<file path="config.mk">
export PLATFORM = sky130hd
export DESIGN_NAME = elastic_buffer
export DESIGN_NICKNAME = d
export VERILOG_FILES = /design/src/rtl/elastic_buffer.sv
export SDC_FILE = /design/constraint.sdc
export NUM_CORES = 1
export LEC_CHECK = 0
export ABC_AREA = 1
export CORE_MARGIN = 5
export CORE_UTILIZATION = 53
export CTS_CLUSTER_SIZE = 20
export DETAILED_ROUTE_END_ITERATION = 10
export PLACE_DENSITY = 0.82
export SLEW_MARGIN = 20
export SYNTH_ARGS = -nofsm -noshare
export SYNTH_HDL_FRONTEND = slang
export SYNTH_SLANG_ARGS = --single-unit
</file>
<file path="constraint.sdc">
create_clock -name clk -period 2.2 [get_ports clk]
set_input_delay 0.33 -clock clk [delete_from_list [all_inputs] [get_ports clk]]
set_output_delay 0.33 -clock clk [all_outputs]
set_load 0.02 [all_outputs]
</file>
<file path="src/rtl/elastic_buffer.sv">
// Two-entry valid/ready elastic buffer (head + skid) that registers a mux output stream.
// Optional zero-latency bypass when empty: define CGRA_EB_FALLTHROUGH_EN.
module elastic_buffer #(
  parameter int DATA_WIDTH = 32
) (
  input  logic                  clk,
  input  logic                  rst,
  input  logic                  flush,
  input  logic [DATA_WIDTH-1:0] data_in,
  input  logic                  data_in_valid,
  output logic                  data_in_ready,
  output logic [DATA_WIDTH-1:0] data_out,
  output logic                  data_out_valid,
  input  logic                  data_out_ready
);

  localparam logic [1:0] EMPTY = 2'd0;
  localparam logic [1:0] ONE   = 2'd1;
  localparam logic [1:0] FULL  = 2'd2;

  logic [1:0]            state;
  logic [DATA_WIDTH-1:0] head;
  logic [DATA_WIDTH-1:0] skid;
  logic                  accept;
  logic                  emit;

  // Ready depends only on registered state and rst, which breaks the backward ready path.
  assign data_in_ready = (state != FULL) && !rst;

`ifdef CGRA_EB_FALLTHROUGH_EN
  assign data_out_valid = (state != EMPTY) || (data_in_valid && !rst);
  assign data_out       = (state != EMPTY) ? head : (rst ? '0 : data_in);
`else
  assign data_out_valid = (state != EMPTY);
  assign data_out       = head;
`endif

  assign accept = data_in_valid && data_in_ready;
  assign emit   = data_out_valid && data_out_ready;

  always_ff @(posedge clk) begin
    // NOTE: non-blocking assignments keep every register sampling pre-edge values.
    if (rst) begin
      state <= EMPTY;
      head  <= '0;
      skid  <= '0;
    end else if (flush) begin
      // A same-cycle emit already completed downstream; an accepted word is dropped.
      state <= EMPTY;
    end else begin
      case (state)
        EMPTY: begin
`ifdef CGRA_EB_FALLTHROUGH_EN
          if (accept && !emit) begin
            head  <= data_in;
            state <= ONE;
          end
`else
          if (accept) begin
            head  <= data_in;
            state <= ONE;
          end
`endif
        end
        ONE: begin
          if (accept && emit) begin
            head <= data_in;
          end else if (accept) begin
            skid  <= data_in;
            state <= FULL;
          end else if (emit) begin
            state <= EMPTY;
          end
        end
        FULL: begin
          if (emit) begin
            head  <= skid;
            state <= ONE;
          end
        end
        default: state <= EMPTY;
      endcase
    end
  end

endmodule

</file>
==> flow_metrics.env <==
export IMPL_status="finished, final reports clean"
export IMPL_grt_overflow=0
export IMPL_grt_pass1_wl_um=11500
export IMPL_drtIter0Drc=149
export IMPL_tns_ps=0
export IMPL_cp_top_family="buffers and inverters"
export IMPL_powerDensity_mw_per_mm2=659
export IMPL_wl_per_cell_um=11.7
export IMPL_htreeDepth=3
export IMPL_rsz0062_at_grt="false"
export IMPL_drive_above_1_share=0.0620
export IMPL_dpl_hpwl_um=4690
export IMPL_io_buffers=70
export IMPL_yosysTopAreaCell="dfxtp_1"
export IMPL_swShare=0.253
export IMPL_fp_dieH_um=85.6
export IMPL_grt_use_met3=0.0355
export IMPL_intPower_mw=1.96
export IMPL_cap_violations=0
export IMPL_clock_skew_ps=5.89
export IMPL_final_common_cell="nand2_1"
export IMPL_clock_fmax_mhz=507
export IMPL_worstPathRequired_ps=1870
export IMPL_cts_buffers=9
export IMPL_drc_errors=0
export IMPL_gp_congestion=0.782
export IMPL_met2_usage=0.316
export IMPL_cp_num_buf_inv=2
export IMPL_start_kind="flip-flop"
export IMPL_die_area_sq_mm=0.00732
export IMPL_seqCellArea_sq_mm=0.00132
export IMPL_cts_root_buffer="clkbuf_8"
export IMPL_antennaDiodeCount=0
export IMPL_gr_usage_all_layers=0.193
export IMPL_multi_input_area_sq_mm=0.00132
export IMPL_hold_viol=0
export IMPL_postCtsHoldBufs=0
export IMPL_grt_busiest_layer="met2"
export IMPL_worst_pin_slew_ps=372
export IMPL_p_comb_frac=0.156
export IMPL_ios=71
export IMPL_hold_path_class="reg2reg"
export IMPL_insertion_delay_ps=330
export IMPL_relSlewSlack=0.752
export IMPL_cpMaxStageDelayCell="clkdlybuf4s50_1"
export IMPL_syn_area_sq_mm=0.00303
export IMPL_crit_chain="nor2_1 > inv_1 > clkdlybuf4s50_1"
export IMPL_setup_viol=0
export IMPL_clk_path_buf_depth=2
export IMPL_p_clk_frac=0.363
export IMPL_synthToLayoutAreaGrowth_pct=31.7
export IMPL_yosysTopAreaCellShare=0.436
export IMPL_end_kind="output pin"
export IMPL_fp_dieW_um=85.6
export IMPL_worstPathArrival_ps=1640
export IMPL_crit_type="reg2out"
export IMPL_cts_clk_slew_worst_paths_ps=70
export IMPL_final_cell_mix="nand2_1, clkdlybuf4s50_1, dfxtp_1, inv_1, a21oi_1"
export IMPL_met1_usage=0.249
export IMPL_coreArea_sq_mm=0.00554
export IMPL_yosysSeqAreaShare=0.436
export IMPL_postSynthCellCount=454
export IMPL_finalMaxSlewViolations=0
export IMPL_report_power_total_mw=2.63
export IMPL_yosys_warnings=0
export IMPL_start_util=0.547
export IMPL_power_switching_uw=665
export IMPL_ys_ff_latch=66
export IMPL_num_vias=2854
export IMPL_synth_distinct_cells=17
export IMPL_seqPwrFrac=0.481
export IMPL_vdd_drop_max_mv=0.521
export IMPL_fin_crit_ps=1970
export IMPL_grt_max_degree=65
export IMPL_leakagePower_nw=1.72
export IMPL_cts_repair_resized=0
export IMPL_synthTopCellsByArea="dfxtp_1, a21oi_1, nand2_1"
export IMPL_drtAntennaViolNets=0
export IMPL_max_stage_delay_ps=590
export IMPL_drtPass1Iterations=5
export IMPL_antenna_found_initial=0
export IMPL_cts_tree="done"
export IMPL_avgSynthCellArea_sq_um=6.67
export IMPL_grt_pass1_vias=2522
export IMPL_drt_total_wl_um=6890
export IMPL_fillers=483
export IMPL_via_per_inst=4.85
export IMPL_path_max_fanout=13
export IMPL_timing_final_crit_share=0.897
export IMPL_cts_sinks=66
export IMPL_rows=27
export IMPL_post_cts_buffers=0
export IMPL_nets=549
export IMPL_synthesis_nets=491
==> final cells by class <==
| class | count | share of cell area |
|---|---|---|
| clock inverter | 2 | 0.00251 |
| timing repair buffer | 79 | 0.205 |
| sequential | 66 | 0.332 |
| clock buffer | 13 | 0.0449 |
| inverter | 66 | 0.0621 |
| multi-input combinational | 290 | 0.331 |
| tap | 72 | 0.0226 |
==> per-stage QoR <==
step                std cells  utilization  setup slack [ps]  hold WS, ps  area [sq um]
finish                    588        0.720               226          444          3990
global route              588        0.720               113          461          3990
CTS                       588        0.719              25.5          447          3990
detailed placement        573        0.685               321          437          3800
global placement          573        0.685               349          432          3800
floorplan                 454            -               827          425          3030
==> flip-flops by register name, indices dropped and copies added (netlist names) <==
register and flops:
data_out 32, skid 32, state 2
==> final timing paths <==
| path | from | end | slack [ps] | cells past startpoint |
|---|---|---|---|---|
| worst max register to register | state[0]$_SDFFE_PP0P_ | data_out[14]$_SDFFE_PP0P_ | 340 | 8 |
| worst min-delay path | skid[6]$_SDFFE_PP0P_ | skid[6]$_SDFFE_PP0P_ | 440 | 2 |
| worst min register to register | skid[6]$_SDFFE_PP0P_ | skid[6]$_SDFFE_PP0P_ | 440 | 2 |
| worst max-delay path | state[1]$_SDFFE_PP0P_ | data_out_valid | 230 | 3 |
==> logic make-up after synthesis <==
logic type,Yosys count,share of synthesized area
buffers and inverters,98,0.129
AND/OR/NAND/NOR,168,0.229
AO/OA/AOI/OAI,122,0.206
flip-flops,66,0.436
==> tightest hold or removal path: cells and delay by family, from the launching register on <==
family,cells,cell delay (ps)
buffers and inverters,1,50
flip-flops,1,300
AO/OA/AOI/OAI,1,50
==> power groups by stage <==
stage               sequential, mW  clock, mW  combinational (mW)
finish                        1.26      0.954               0.409
global route                  1.27       1.03               0.451
CTS                           1.27      0.972               0.411
detailed placement            1.29          0               0.411
global placement              1.29          0               0.405
floorplan                     1.34          0               0.172
==> cell usage after synthesis <==
master	number
nand3_1	38
nand4_1	2
a21oi_1	62
o211ai_1	1
clkbuf_1	12
a21oi_4	1
nor2_1	49
o21ai_1	3
inv_2	2
buf_2	18
nand3_2	1
inv_1	64
nand2_2	1
dfxtp_1	66
o21ai_0	55
buf_1	2
nand2_1	77
==> layer usage <==
metal / vias to the layer above / wire, um
met3: 6 / 313
met5: - / 0
met1: 1231 / 3180
li1: 1559 / -
met2: 58 / 3320
met4: 0 / 78
Note: power is estimated with default switching activity, not from simulation.
==> RTL edit 1: new RTL, config.mk and constraints unchanged <==
The option `CGRA_EB_FALLTHROUGH_EN` is turned on by a define.
--- a/src/rtl/elastic_buffer.sv
+++ b/src/rtl/elastic_buffer.sv
@@ -1,5 +1,7 @@
 // Two-entry valid/ready elastic buffer (head + skid) that registers a mux output stream.
 // Optional zero-latency bypass when empty: define CGRA_EB_FALLTHROUGH_EN.
+`define CGRA_EB_FALLTHROUGH_EN
+
 module elastic_buffer #(
   parameter int DATA_WIDTH = 32
 ) (
Check against the original RTL: not equivalent (Yosys sat finds a counterexample within 4 cycles, from zero or initial values and one cycle with rst high).
==> RTL edit 1 against the unedited design <==
  * Synthesized cell count increased by 20%
  * Setup slack got worse by 0.11 ns
  * Worst hold slack better by 0.040 ns
  * Die area up 7.9%
  * Sequential cell count did not move
  * Cell area increased by 8.5%
  * Total power rose by 2.8%
  * Routed wire length grew 17%
  * Synthesized area grew 9.0%
==> RTL edit 1: results (changes against the unedited design) <==
### Timing
- 75.6% — max_slew headroom, was 75.2%
- 0.485 ns — minimum hold slack, was 0.444 ns
- 0.00735 ns — worst clock skew, was 0.00589 ns

### Synth
- sky130_fd_sc_hd__dfxtp_1 (40%), sky130_fd_sc_hd__nand2_1 (19%), sky130_fd_sc_hd__nor2_1 (15%) — ranking of synthesized cells by area, was sky130_fd_sc_hd__dfxtp_1 (44%), sky130_fd_sc_hd__a21oi_1 (10%), sky130_fd_sc_hd__nand2_1 (9.5%)
- sky130_fd_sc_hd__nand2_1 (165), sky130_fd_sc_hd__nor2_1 (134), sky130_fd_sc_hd__dfxtp_1 (66) — leading post-synthesis cells by instance count, was sky130_fd_sc_hd__nand2_1 (77), sky130_fd_sc_hd__dfxtp_1 (66), sky130_fd_sc_hd__inv_1 (64)
- 40.0% — share of synthesized area occupied by flip-flops and latches, was 43.6%
- 15 — Synth cell types, was 17

### Placed design
- 0.00417 mm^2 — area post-placement, was 0.00380 mm^2
- -0.0452 ns — post-place setup slack, was 0.321 ns
- 5410 um — detailed placement HPWL, was 4690 um
- 0.767 — GPL Wtd Cong, was 0.782

### Power and ir drop
- 2.14 nW — Leak, was 1.72 nW
- 0.392 mV — Peak VDD IR, was 0.521 mV

### Setup path
- 1.76 ns — critical path data arrival time, was 1.64 ns
- skid[30] — worst reg2reg endpoint, was data_out[14]
- 9 — Register-to-Register Path Depth, was 8
- 0.63 ns — delay of the slowest cell on the worst path, was 0.59 ns
- 40 — largest fanout of any net on the critical path, was 13

### Drt
- 8050 um — Routed Wire Length, was 6890 um
- 4 — router iterations before antenna repair, was 5
- 5.02 — detailed-route vias per instance, was 4.85
- 176 — detailed router's first-iteration violation count, was 149

### Finish
- 0.00168 mm^2 — total area of multi-input combinational cells, was 0.00132 mm^2
- 6.32% — layout cells sized above 1, was 6.20%
- 650 — count of nets after finishing, was 549
- 547 — # fillers, was 483

### Global route
- 3,147 — number of global-route vias before repair, was 2,522
- 13,600 um — first-pass GRT wire length, was 11,500 um
- 21.6% — Global Route Usage Sum, was 19.3%

### Outcome
- completed — run status, unchanged

RTL edit 1: changes by cell type after synthesis, moves of 6 or more:
cell	delta
sky130_fd_sc_hd__nand2_1	+88
sky130_fd_sc_hd__nor2_1	+85
sky130_fd_sc_hd__a21oi_1	-58
sky130_fd_sc_hd__inv_1	-29
sky130_fd_sc_hd__o21ai_0	+6
RTL edit 1: per-layer routing:
metal  global-route usage, %  vias up  share of wire [%]
met5                       0        -                  0
met4                    8.38        0                1.7
met3                    3.87       13                5.9
met2                    37.7       99                 47
met1                    26.3     1545                 45
li1                        -     1814                  -
RTL edit 1: logic make-up after synthesis:
group	synth area share, %
flip-flops	40.0
buffers and inverters	9.21
AO/OA/AOI/OAI	10.8
AND/OR/NAND/NOR	40.0
RTL edit 1: final cells by class:
type                    instances  area share [%]
inverters                      38            3.30
flip-flops and latches         66            30.5
well taps                      75            2.17
clock buffers                  12            3.12
repair buffers                 90            20.5
multi-input cells             408            38.9
clock inverters                 3            1.50
RTL edit 1: worst register-to-register path: cells and delay by family, from the launching register on:
kind	cells	cell delay, ns
AND/OR/NAND/NOR	5	0.53
flip-flops	1	0.41
buffers and inverters	4	0.69
RTL edit 1: worst max path at each step:
stage / endpoint / cells after the start / slack (ns)
after floorplan: data_out[22] / 4 / 0.60
after detailed placement: data_out[21] / 6 / -0.05
final: data_out_valid / 4 / 0.11
after global placement: data_out[19] / 6 / -0.02
after global routing: data_out_valid / 4 / 0.06
after CTS: data_out_valid / 4 / 0.11
RTL edit 1: report_power, final:
group          switching (mW)  internal, mW  total, mW  leakage, nW
Clock                   0.426         0.632       1.06        0.100
Combinational           0.224         0.183      0.407         1.50
Sequential            0.00871          1.23       1.23        0.535
RTL edit 1: metrics by stage:
step | power, mW | cells | TNS [ns]
after detailed placement | 1.69 | 677 | -0.446
after global placement | 1.68 | 677 | -0.0707
after floorplan | 1.48 | 547 | 0
after CTS | 2.72 | 692 | 0
after global routing | 2.82 | 692 | 0
final | 2.70 | 692 | 0
RTL edit 1: what timing repair did:
action | in CTS | in global routing
endpoints found under the setup margin | 32 | 0
hold endpoints to repair | 0 | 0
resized for setup | 32 | 0
==> RTL edit 2: new RTL, same flow settings <==
Without the edit above. Reset style: asynchronous (`rst`), changed in one clocked block.
--- a/src/rtl/elastic_buffer.sv
+++ b/src/rtl/elastic_buffer.sv
@@ -38,7 +38,7 @@
   assign accept = data_in_valid && data_in_ready;
   assign emit   = data_out_valid && data_out_ready;
 
-  always_ff @(posedge clk) begin
+  always_ff @(posedge clk or posedge rst) begin
     // NOTE: non-blocking assignments keep every register sampling pre-edge values.
     if (rst) begin
       state <= EMPTY;
Behaviour: differs if rst is asserted again (counterexample within 4 cycles, from zero or initial values and one cycle with rst high); with rst held inactive, the same outputs for 4 cycles.
==> RTL edit 2 against the unedited design <==
  * Register-to-register slack improved by 0.11 ns
  * Critical endpoint is now data_in_ready
  * Final cell count fell by 21%
  * Worst hold slack improved by 0.028 ns
  * Setup slack got worse by 0.080 ns
  * Count of clock-buffer cells in the layout fell by 1
  * Maximum frequency fell by 3.9%
  * Cell area fell by 1.9%
  * Synthesized area fell by 3.3%
  * Sequential cell count did not move
  * Non-clock buffer count rose by 2
  * Routed wire length fell by 7.3%
Power is not compared: it rests on default switching activity, and its combinational part moved more than twofold at a synthesized area within 25%.
==> RTL edit 2: results (changes against the unedited design) <==
### Outcome
- completed — run status, unchanged

### Drt
- 6380 um — Routed Wire Length, was 6890 um
- 13.7 um — final routed wire length divided by cell count, was 11.7 um
- 4 — router iterations before antenna repair, was 5
- 109 — detailed router's first-iteration violation count, was 149

### Global route
- 18.8% — Global Route Usage Sum, was 19.3%
- 10,900 um — first-pass GRT wire length, was 11,500 um
- 67 — pin count of the biggest net entering global routing, was 65
- 2,355 — number of global-route vias before repair, was 2,522

### Synth
- sky130_fd_sc_hd__nand2_1 (106), sky130_fd_sc_hd__dfrtp_1 (66), sky130_fd_sc_hd__nand3_1 (37) — leading post-synthesis cells by instance count, was sky130_fd_sc_hd__nand2_1 (77), sky130_fd_sc_hd__dfxtp_1 (66), sky130_fd_sc_hd__inv_1 (64)
- 353 — number of nets in the synthesized netlist, was 491
- 100% — fraction of synthesis flops using an asynchronous set or reset pin, was 0%
- 316 — cells after synthesis, was 454
- sky130_fd_sc_hd__dfrtp_1 — most used flip-flop cell after synthesis, was sky130_fd_sc_hd__dfxtp_1
- 56.4% — share of synthesized area occupied by flip-flops and latches, was 43.6%
- 18 — Synth cell types, was 17

### Setup path
- state[1] — worst reg2reg path startpoint, was state[0]
- 0.65 ns — delay of the slowest cell on the worst path, was 0.59 ns
- data_out[9] — worst reg2reg endpoint, was data_out[14]
- data_in_ready — endpoint of the worst setup timing path, was data_out_valid

### Finish
- 426 — count of nets after finishing, was 549

### Placed design
- 4420 um — detailed placement HPWL, was 4690 um
- 450 — total placed cells including tap cells, was 573
- 0.863 — GPL Wtd Cong, was 0.782

### Timing
- 0.146 ns — Final WS setup, was 0.226 ns
- 0.814 ns — Worst Max-Slew Pin Slew, was 0.372 ns
- 0.00694 ns — worst clock skew, was 0.00589 ns

RTL edit 2: cell count changes after synthesis, moves of 2 or more:
cell,change
sky130_fd_sc_hd__dfrtp_1,+66
sky130_fd_sc_hd__dfxtp_1,-66
sky130_fd_sc_hd__a21oi_1,-60
sky130_fd_sc_hd__inv_1,-60
sky130_fd_sc_hd__o21ai_0,-54
sky130_fd_sc_hd__nor2_1,-44
sky130_fd_sc_hd__mux2i_1,+32
sky130_fd_sc_hd__o21ai_1,+30
sky130_fd_sc_hd__nand2_1,+29
sky130_fd_sc_hd__clkbuf_1,-9
sky130_fd_sc_hd__buf_1,-2
sky130_fd_sc_hd__buf_2,-2
sky130_fd_sc_hd__nand2_2,+2
RTL edit 2: where the power goes:
group	switching, mW	internal [mW]
sequential	0.294	1.75
clock	0.421	0.545
combinational	0.861	0.772
RTL edit 2: layer usage:
metal | global-route usage (%) | share of wire (%)
met1 | 24.8 | 46
met2 | 29.9 | 47
met3 | 4.61 | 6.1
met4 | 7.75 | 1.5
met5 | 0 | 0
RTL edit 2: how the worst min path moves through the flow:
stage	start	cells after the start	end
after floorplan	skid[0]	2	skid[0]
after global placement	skid[2]	2	skid[2]
after detailed placement	skid[29]	2	skid[29]
after CTS	skid[31]	2	skid[31]
after global routing	skid[31]	2	skid[31]
final	skid[31]	2	skid[31]
RTL edit 2: cell families after synthesis:
logic type / share of synthesized area [%]
compound gates: 6.37
buf+inv: 4.15
flops: 56.4
simple gates: 22.1
mux: 10.9
RTL edit 2: area by class of cell:
type	count	area (um^2)
Fill cell	431	1530
Multi-Input combinational cell	223	1170
Clock inverter	3	40.0
Sequential cell	66	1650
Timing Repair Buffer	81	783
Tap cell	72	90.1
Clock buffer	12	145
Inverter	8	33.8
RTL edit 2: stage by stage:
step	util, %	hold WS, ns	setup TNS (ns)
detailed placement	68.5	0.458	0
finish	71.9	0.472	0
global route	71.9	0.490	0
floorplan	-	0.441	-0.625
global placement	68.5	0.452	0
CTS	71.9	0.475	0
RTL edit 2: tightest hold or removal path: cells and delay by family (launching register included):
kind	cells	cell delay, ns
flip-flops	1	0.34
AND/OR/NAND/NOR	2	0.10
